### config.mk
export PLATFORM = sky130hd
export DESIGN_NAME = dac_phase_sequencer
export DESIGN_NICKNAME = d
export VERILOG_FILES = /design/src/rtl/dac_phase_sequencer.sv
export SDC_FILE = /design/constraint.sdc
export NUM_CORES = 1
export LEC_CHECK = 0
export CAP_MARGIN = 25
export CORE_UTILIZATION = 31
export DETAILED_ROUTE_END_ITERATION = 12
export MAX_ROUTING_LAYER = met4
export PLACE_DENSITY_LB_ADDON = 0.05
export SETUP_SLACK_MARGIN = 0.4
export SKIP_CTS_REPAIR_TIMING = 1
export SLEW_MARGIN = 40
export SYNTH_ARGS = -nofsm -noshare
export SYNTH_HDL_FRONTEND = slang
export SYNTH_SLANG_ARGS = --single-unit
### constraint.sdc
create_clock -name clk -period 7.8 [get_ports clk]
set_input_delay 0.78 -clock clk [delete_from_list [all_inputs] [get_ports clk]]
set_output_delay 0.78 -clock clk [all_outputs]
set_load 0.02 [all_outputs]
### src/rtl/dac_phase_sequencer.sv
// N-channel phase sequencer with a built-in SPI shifter: each frame has 2*NCH slots (on-word, then off-word per channel).
// Latency: all outputs are registered; the first frame_start shows 1 cycle and the first sclk high 3 cycles after en is sampled.
// No backpressure: level writes are always accepted, and a started slot transfer always completes (en is sampled only at slot end).
module dac_phase_sequencer #(
  parameter int NCH      = 3,
  parameter int DW       = 16,
  parameter int CMD_CODE = 3,
  parameter int SLOT_DIV = 64
) (
  input  logic                   clk,
  input  logic                   rst,
  input  logic                   en_i,
  input  logic                   level_we_i,
  input  logic [$clog2(NCH)-1:0] level_ch_i,
  input  logic [DW-1:0]          level_din_i,
  output logic [NCH-1:0]         phase_o,
  output logic                   frame_start_o,
  output logic                   busy_o,
  output logic                   spi_sclk_o,
  output logic                   spi_sdo_o,
  output logic [NCH-1:0]         spi_sync_n_o
);

  // Word = command nibble, level, 4 pad bits. SLOT_DIV must be >= 2*WW+4.
  localparam int WW    = DW + 8;
  localparam int NSLOT = 2 * NCH;
  localparam int CW    = $clog2(NCH);
  localparam int SW    = $clog2(SLOT_DIV);
  localparam int LW    = $clog2(NSLOT);

  localparam logic [0:0] ST_IDLE = 1'b0;
  localparam logic [0:0] ST_RUN  = 1'b1;

  localparam logic [3:0]    CMD       = 4'(CMD_CODE);
  localparam logic [SW-1:0] SCNT_LAST = SW'(SLOT_DIV - 1);
  localparam logic [SW-1:0] BUSY_LAST = SW'(2 * WW + 2);
  localparam logic [SW-1:0] SYNC_LAST = SW'(2 * WW + 1);
  localparam logic [SW-1:0] SHFT_LAST = SW'(2 * WW);
  localparam logic [LW-1:0] SLOT_LAST = LW'(NSLOT - 1);
  localparam logic [LW-1:0] NCH_L     = LW'(NCH);

  logic [0:0]    state_q, state_d;
  logic [SW-1:0] scnt_q, scnt_d;
  logic [LW-1:0] slot_q, slot_d;
  logic [DW-1:0] shadow_q [NCH];
  logic [DW-1:0] active_q [NCH];
  logic [WW-1:0] shreg_q, shreg_d;

  logic [NCH-1:0] phase_q, phase_d;
  logic [NCH-1:0] sync_n_q, sync_n_d;
  logic           frame_q, frame_d;
  logic           busy_q, busy_d;
  logic           sclk_q, sclk_d;
  logic           sdo_q, sdo_d;

  logic          run_d;
  logic          on_slot_d;
  logic [LW-1:0] tgt_d;
  logic [CW-1:0] tgt_ch_d;
  logic [WW-1:0] word_d;

  // Next-state for the run/idle FSM and the slot/scnt counters; en only matters at slot end.
  always_comb begin
    state_d = state_q;
    scnt_d  = scnt_q;
    slot_d  = slot_q;
    case (state_q)
      ST_IDLE: begin
        if (en_i) begin
          state_d = ST_RUN;
          scnt_d  = '0;
          slot_d  = '0;
        end
      end
      default: begin
        if (scnt_q == SCNT_LAST) begin
          scnt_d = '0;
          if (!en_i) begin
            state_d = ST_IDLE;
            slot_d  = '0;
          end else begin
            slot_d = (slot_q == SLOT_LAST) ? '0 : slot_q + 1'b1;
          end
        end else begin
          scnt_d = scnt_q + 1'b1;
        end
      end
    endcase
  end

  // Outputs are computed from the next counter values so each registered output matches its scnt in the same cycle.
  always_comb begin
    run_d     = (state_d == ST_RUN);
    on_slot_d = (slot_d < NCH_L);
    tgt_d     = on_slot_d ? slot_d : slot_d - NCH_L;
    tgt_ch_d  = CW'(tgt_d);
    // active_q is already the new frame's copy by the time the word is loaded at scnt 1.
    word_d    = on_slot_d ? {CMD, active_q[tgt_ch_d], 4'h0} : {CMD, DW'(0), 4'h0};

    frame_d = run_d && (scnt_d == '0) && (slot_d == '0);
    busy_d  = run_d && (scnt_d <= BUSY_LAST);

    phase_d = phase_q;
    if (!run_d) begin
      phase_d = '0;
    end else if (scnt_d == '0) begin
      phase_d[tgt_ch_d] = on_slot_d;
    end

    sync_n_d = '1;
    if (run_d && (scnt_d != '0) && (scnt_d <= SYNC_LAST)) begin
      sync_n_d[tgt_ch_d] = 1'b0;
    end

    sclk_d = run_d && (scnt_d >= SW'(2)) && (scnt_d <= SHFT_LAST) && !scnt_d[0];

    // New bit on each odd scnt, held through the following sclk-high cycle.
    sdo_d   = sdo_q;
    shreg_d = shreg_q;
    if (!run_d || (scnt_d == '0) || (scnt_d > SHFT_LAST)) begin
      sdo_d = 1'b0;
    end else if (scnt_d == SW'(1)) begin
      sdo_d   = word_d[WW-1];
      shreg_d = {word_d[WW-2:0], 1'b0};
    end else if (scnt_d[0]) begin
      sdo_d   = shreg_q[WW-1];
      shreg_d = {shreg_q[WW-2:0], 1'b0};
    end
  end

  // Control, counter, shifter and output registers.
  always_ff @(posedge clk or negedge rst) begin
    if (!rst) begin
      state_q  <= ST_IDLE;
      scnt_q   <= '0;
      slot_q   <= '0;
      shreg_q  <= '0;
      phase_q  <= '0;
      sync_n_q <= '1;
      frame_q  <= 1'b0;
      busy_q   <= 1'b0;
      sclk_q   <= 1'b0;
      sdo_q    <= 1'b0;
    end else begin
      state_q  <= state_d;
      scnt_q   <= scnt_d;
      slot_q   <= slot_d;
      shreg_q  <= shreg_d;
      phase_q  <= phase_d;
      sync_n_q <= sync_n_d;
      frame_q  <= frame_d;
      busy_q   <= busy_d;
      sclk_q   <= sclk_d;
      sdo_q    <= sdo_d;
    end
  end

  // Shadow levels take writes any time; active levels snapshot the pre-edge shadow at each frame start.
  always_ff @(posedge clk or negedge rst) begin
    if (!rst) begin
      for (int k = 0; k < NCH; k++) begin
        shadow_q[k] <= '0;
        active_q[k] <= '0;
      end
    end else begin
      if (level_we_i && (32'(level_ch_i) < NCH)) begin
        shadow_q[level_ch_i] <= level_din_i;
      end
      if (frame_d) begin
        active_q <= shadow_q;
      end
    end
  end

  assign phase_o       = phase_q;
  assign frame_start_o = frame_q;
  assign busy_o        = busy_q;
  assign spi_sclk_o    = sclk_q;
  assign spi_sdo_o     = sdo_q;
  assign spi_sync_n_o  = sync_n_q;

endmodule

Word level (Yosys, flattened, before mapping)
Index checks and enable logic that the tools add are counted.
{"block": "op_classes", "n_mux": 30, "shift": 0, "n_bitwise": 4, "n_reduce_logical": 21, "add_sub_neg": 3, "n_mul": 0, "eq_ne": 4, "order_cmp": 12, "n_div": 0}
{"op": "48-bit bitwise mux", "count": 1}
{"op": "16-bit two-way mux", "count": 3}
{"op": "24-bit two-way mux", "count": 2}
{"op": "16-bit binary-select mux with 2-bit select", "count": 1}
{"op": "16-bit demux with 2-bit select", "count": 1}
{"op": "3-bit two-way mux", "count": 8}
{"op": "20-bit two-way mux", "count": 1}
{"op": "6-bit <= comparator, second input constant", "count": 3}
{"op": "6-bit two-way mux", "count": 3}
{"op": "1-bit logical AND", "count": 11}
{"op": "1-bit two-way mux", "count": 7}
{"op": "6-bit by 1-bit adder with 6-bit output, second input constant", "count": 1}
{"op": "6-bit by 1-bit == test with 1-bit output, second input constant", "count": 1}
{"op": "6-bit == test, second input constant", "count": 1}
{"op": "3-bit >= comparator, second input constant", "count": 2}
{"op": "6-bit by 2-bit >= comparator with 1-bit output, second input constant", "count": 1}
{"op": "6-bit > comparator, second input constant", "count": 1}
{"op": "6-bit logical NOT", "count": 1}
{"op": "2-bit inverter with 3-bit output", "count": 2}
{"op": "6-bit nonzero test", "count": 1}
{"op": "3-bit by 1-bit adder with 3-bit output, second input constant", "count": 1}
{"op": "3-bit bitwise mux", "count": 1}
{"op": "3-bit == test, second input constant", "count": 1}
{"op": "3-bit logical NOT", "count": 1}
{"op": "other kinds (16)", "count": 18}
{"block": "word_totals", "in_bits": 22, "romBits": 0, "latch_bits": 0, "mem_count": 0, "output_inout_bits": 10, "mem_bits_rw": 0, "word_cells": 90, "reg_bits": 140}

Logic depth before layout (Yosys ltp)
{"block": "depth", "ltp_word": 14, "mapped_depth": 13, "depth_no_buf": 11}

Worst setup path after synthesis
No wires, ideal clock.
{"block": "synth_path", "path_type": "input to register", "startpoint": "in en_i", "endpoint": "reg shreg_q[11]", "required_ps": 7666, "arrival_time_ps": 3103, "path_stages": 11, "slack_ps": 4563, "path_cell_list": "clkbuf_1 -> nand2_1 -> or4_1 -> nand3_1 -> inv_1 -> ha_1 -> nor4_1 -> nor3_2 -> clkbuf_1 -> a222oi_1 -> o21ai_0"}
{"block": "synth_between", "elab_chain_len": 11}
{"item": "start, declared", "line": "12", "rtl": "input logic en_i,"}
{"item": "3-bit two-way mux", "line": "78", "rtl": "if (!en_i) begin"}
{"item": "3-bit two-way mux", "line": "76", "rtl": "if (scnt_q == SCNT_LAST) begin"}
{"item": "3-bit two-way mux (*)", "line": "67", "rtl": "case (state_q)"}
{"item": "named net slot_d[1]", "line": "44", "rtl": "logic [LW-1:0] slot_q, slot_d;"}
{"item": "3-bit by 2-bit less-than comparator with 1-bit output or 2-bit subtractor (tied branches)", "line": "94, 95"}
{"item": "2-bit two-way mux", "line": "95", "rtl": "tgt_d = on_slot_d ? slot_d : slot_d - NCH_L;"}
{"item": "2-bit inverter with 3-bit output (not written as such)", "line": "98", "rtl": "word_d = on_slot_d ? {CMD, active_q[tgt_ch_d], 4'h0} : {CMD, DW'(0), 4'h0};"}
{"item": "16-bit binary-select mux with 2-bit select", "line": "98"}
{"item": "16-bit two-way mux (not written as such) (2 in series)", "line": "98"}
{"item": "20-bit two-way mux (*)", "line": "98"}
{"item": "24-bit two-way mux (*)", "line": "122", "rtl": "end else if (scnt_d == SW'(1)) begin"}
{"item": "end signal, assigned", "line": "148", "rtl": "shreg_q <= shreg_d;"}
{"item": "end, declared", "line": "47", "rtl": "logic [WW-1:0] shreg_q, shreg_d;"}
Mark *: on every way through the listed nets, which the timed path passes. The rest lies on a longest branch. The select of a mux whose other input is x is not followed.
A chain may end at the register's enable or synchronous reset.

Worst setup path in the final report
{"block": "layout_path", "startpoint": "in en_i", "endpoint": "reg shreg_q[7]"}
{"block": "layout_between", "elab_chain_len": 11}
{"item": "3-bit two-way mux", "line": "78"}
{"item": "3-bit two-way mux", "line": "76"}
{"item": "3-bit two-way mux", "line": "67"}
{"item": "3-bit by 2-bit less-than comparator with 1-bit output or 2-bit subtractor (tied branches)", "line": "94, 95"}
{"item": "2-bit two-way mux", "line": "95"}
{"item": "2-bit inverter with 3-bit output (not written as such)", "line": "98"}
{"item": "16-bit binary-select mux with 2-bit select", "line": "98"}
{"item": "16-bit two-way mux (not written as such) (2 in series)", "line": "98"}
{"item": "20-bit two-way mux", "line": "98"}
{"item": "24-bit two-way mux", "line": "122"}
Several ways; a longest one is shown, not always the timed one. The select of a mux whose other input is x is not followed.

==> summary.txt <==
Placed design
  – PortBufs: 31
  – RePlAce Congestion: 0.834
  – Dpl ws: 3280 ps
  – Post-DP HPWL: 9370 um
  – Area of placed instances: 0.00661 mm2

Critical path
  – Crit end category: flip-flop
  – Buf+Inv Stages, Crit Path: 1
  – Startpoint types: input pin
  – Crit-path cells: clkdlybuf4s50_1 > and3_1 > a21oi_1 > or3_1 > ha_1 > nor4_1 > mux2_2 > a222oi_1 > o221ai_1 > o21a_1
  – R2R Path End: shreg_q[7]$_DFFE_PN0P_
  – CP Max Fanout: 16
  – CP required: 8140 ps
  – Critical R2R Launch: scnt_q[0]$_DFF_PN0_
  – Critical Path Start: en_i
  – Max stage delay on crit path: 830 ps
  – CP top delay family: simple AND/OR/NAND/NOR gates
  – FF-to-FF path depth: 11
  – Worst EP arrival: 4510 ps
  – CP max-delay cell: clkdlybuf4s50_1
  – Kind of critical path: input pin to flip-flop
  – Register-to-register setup slack: 3780 ps

Timing
  – Final max-slew violation count: 0
  – PnR worst setup slack: 3630 ps
  – Fmax: 0.240 GHz
  – Final worst-path cycle share: 53.4%
  – Final min period: 4170 ps
  – Worst-Margin Slew: 807 ps
  – Clock Skew: 7.95 ps
  – RSZ-0062 raised after global routing: false
  – Final hold violation count: 0
  – Setup TNS: 0 ps
  – Slew headroom: 45.5%
  – Final setup fails: 0

Power
  – Worst vdd ir: 0.176 mV
  – Pwr dens: 319 mW/mm2
  – Sequential power share: 40.6%
  – Leakage: 3.13 nW
  – Proportion of power drawn by combinational gates: 24.7%
  – Switch Pwr: 0.730 mW
  – Int Power: 1.56 mW
  – Sw Share: 31.8%
  – Clock power frac: 34.7%

Routing
  – DRC viols: 0
  – Routed WL: 13800 um
  – Vias per inst: 5.09
  – First drt pass iteration count: 4
  – Initial DRC count: 251
  – ANT nets after route: 0
  – Drt wl/cell: 17.9 um
  – Vias: 3925

Clock network
  – CTS H-tree lvls: 4
  – Clock latency on the worst-skew pair: 410 ps
  – CTS Sinks: 135
  – TritonCTS clock tree: built
  – Root Buffer Master: clkbuf_16
  – Clock-pin transition on the worst setup and hold timing paths: 60 ps
  – Num CTS Buffers: 17
  – Max Root-Sink Buffers: 2

Logic synthesis
  – Syn Area/Cell: 12.9 um2
  – EDFF count, synth: 0
  – Mapped Area: 0.00600 mm2
  – Synth cell types: 60
  – #FFs+latches synth: 135
  – Async set-reset flop share out of synthesis: 100%
  – Ys flop type: dfrtp_1
  – Syn nets: 488
  – Mapped Cells: 464
  – Synth warn: 0
  – Register area share after synthesis: 56.4%

Final layout
  – ANT cells: 0
  – Most frequent cells in the layout: dfrtp_1, mux2_2, clkdlybuf4s50_1
  – Final layout net count: 524
  – Design area: 0.00720 mm2
  – Fillers: 1817
  – Util after Layout: 38.2%
  – Layout cells sized above 1: 30.9%
  – Most common cell after layout, fill and taps aside: dfrtp_1
  – Area Overhead vs Synth: 20.0%

Die
  – # IOs: 32
  – Die area: 0.0199 mm2
  – Row cnt: 50
  – Die width: 141 um
  – Initial Utilization: 31.8%
  – Core Area: 0.0188 mm2
  – Die span in y: 141 um

Global route
  – Overflow after GRT: 0
  – Met1 Use GR: 21.2%
  – GR Util All Layers: 15.8%
  – Number of antenna violations at the first check in global routing: 0
  – Met2 usage: 23.0%
  – First-pass GRT wire length: 23300 um
  – Met3 global-route usage: 4.18%
  – Vias in the first global route: 4105
  – Largest net degree at the start of global routing: 70
  – GRT busiest layer: met2

Min path
  – HP Class: input pin to asynchronous set/reset pin

Run
  – Max-Cap Viols: 0

Status
  – Status: finished, final reports clean
## layout make-up
cell class                 instances  area, um2  share of cell area (%)
tap                              260        325                    4.52
multi-input combinational        297       2490                    34.6
inverter                           9       33.8                   0.469
timing repair buffer              40        383                    5.32
clock buffer                      18        429                    5.96
sequential                       135       3380                    47.0
clock inverter                    12        155                    2.16
## logic make-up (layout without fill, tap and decap cells)
kind of cell | after synthesis | count (layout) | synth area share, %
adder cells (fa/ha/maj) | 2 | 2 | 0.417
AO/OA/AOI/OAI | 96 | 96 | 12.0
multiplexers | 109 | 109 | 20.9
flip-flops | 135 | 135 | 56.4
XOR/XNOR | 1 | 1 | 0.146
buffers and inverters | 32 | 79 | 2.50
AND/OR/NAND/NOR | 89 | 89 | 7.70
## worst max-delay path by stage
stage | end | slack, ps | depth (start not counted)
3_5_place_dp | shreg_q[7]$_DFFE_PN0P_ | 3280 | 10
6_report | shreg_q[7]$_DFFE_PN0P_ | 3630 | 10
5_1_grt | shreg_q[7]$_DFFE_PN0P_ | 3470 | 10
2_1_floorplan | shreg_q[11]$_DFFE_PN0P_ | 4560 | 11
3_3_place_gp | phase_o[2]$_DFFE_PN0P_ | 3460 | 10
4_1_cts | shreg_q[7]$_DFFE_PN0P_ | 3710 | 10
## metrics by stage
stage	std cells	power [mW]	hold WS [ps]
3_5_place_dp	741	1.52	482
4_1_cts	771	2.33	390
5_1_grt	771	2.44	413
2_1_floorplan	464	1.31	451
6_report	771	2.29	375
3_3_place_gp	737	1.50	478
## per-layer routing
metal	up-vias	routed length, um
met2	77	6310
met3	18	464
li1	1821	-
met5	-	0
met1	2009	6880
met4	0	167
## sequential cells by signal, summed over array words and instances (netlist names), 3 cells and up
signal / cells
slot_q: 3
shadow_q: 48
scnt_q: 6
active_q: 48
phase_o: 3
shreg_q: 19
spi_sync_n_o: 3
## synthesized netlist by cell type (all sizes together) (2+ instances only)
| cell | number | area (um2) |
|---|---|---|
| mux2 | 101 | 1170 |
| or2 | 2 | 12.5 |
| nand2 | 22 | 82.6 |
| o21ai | 29 | 160 |
| clkbuf | 13 | 48.8 |
| nor2 | 26 | 100 |
| a21oi | 11 | 66.3 |
| o22a | 3 | 26.3 |
| a2bb2oi | 2 | 17.5 |
| nor3 | 4 | 36.3 |
| ha | 2 | 25.0 |
| nand2b | 2 | 12.5 |
| dfstp | 3 | 78.8 |
| buf | 10 | 67.6 |
| dfrtp | 132 | 3300 |
| or3 | 3 | 18.8 |
| o221ai | 4 | 35.0 |
| and3 | 3 | 18.8 |
| a22oi | 8 | 60.1 |
| mux2i | 8 | 80.1 |
| nand3 | 13 | 70.1 |
| nor4 | 4 | 25.0 |
| o21a | 2 | 15.0 |
| nand3b | 3 | 22.5 |
| a22o | 3 | 26.3 |
| o211ai | 2 | 15.0 |
| a32oi | 3 | 26.3 |
| a221oi | 10 | 87.6 |
| a222oi | 11 | 110 |
| inv | 9 | 33.8 |
## power groups by stage
stage	Clock [mW]	Sequential, mW	Combinational [mW]
after CTS	0.821	0.934	0.575
after detailed placement	0	0.945	0.574
after floorplan	0	0.915	0.395
after global placement	0	0.946	0.557
after global routing	0.856	0.952	0.634
final	0.797	0.931	0.567
(Power assumes the default switching activity.)
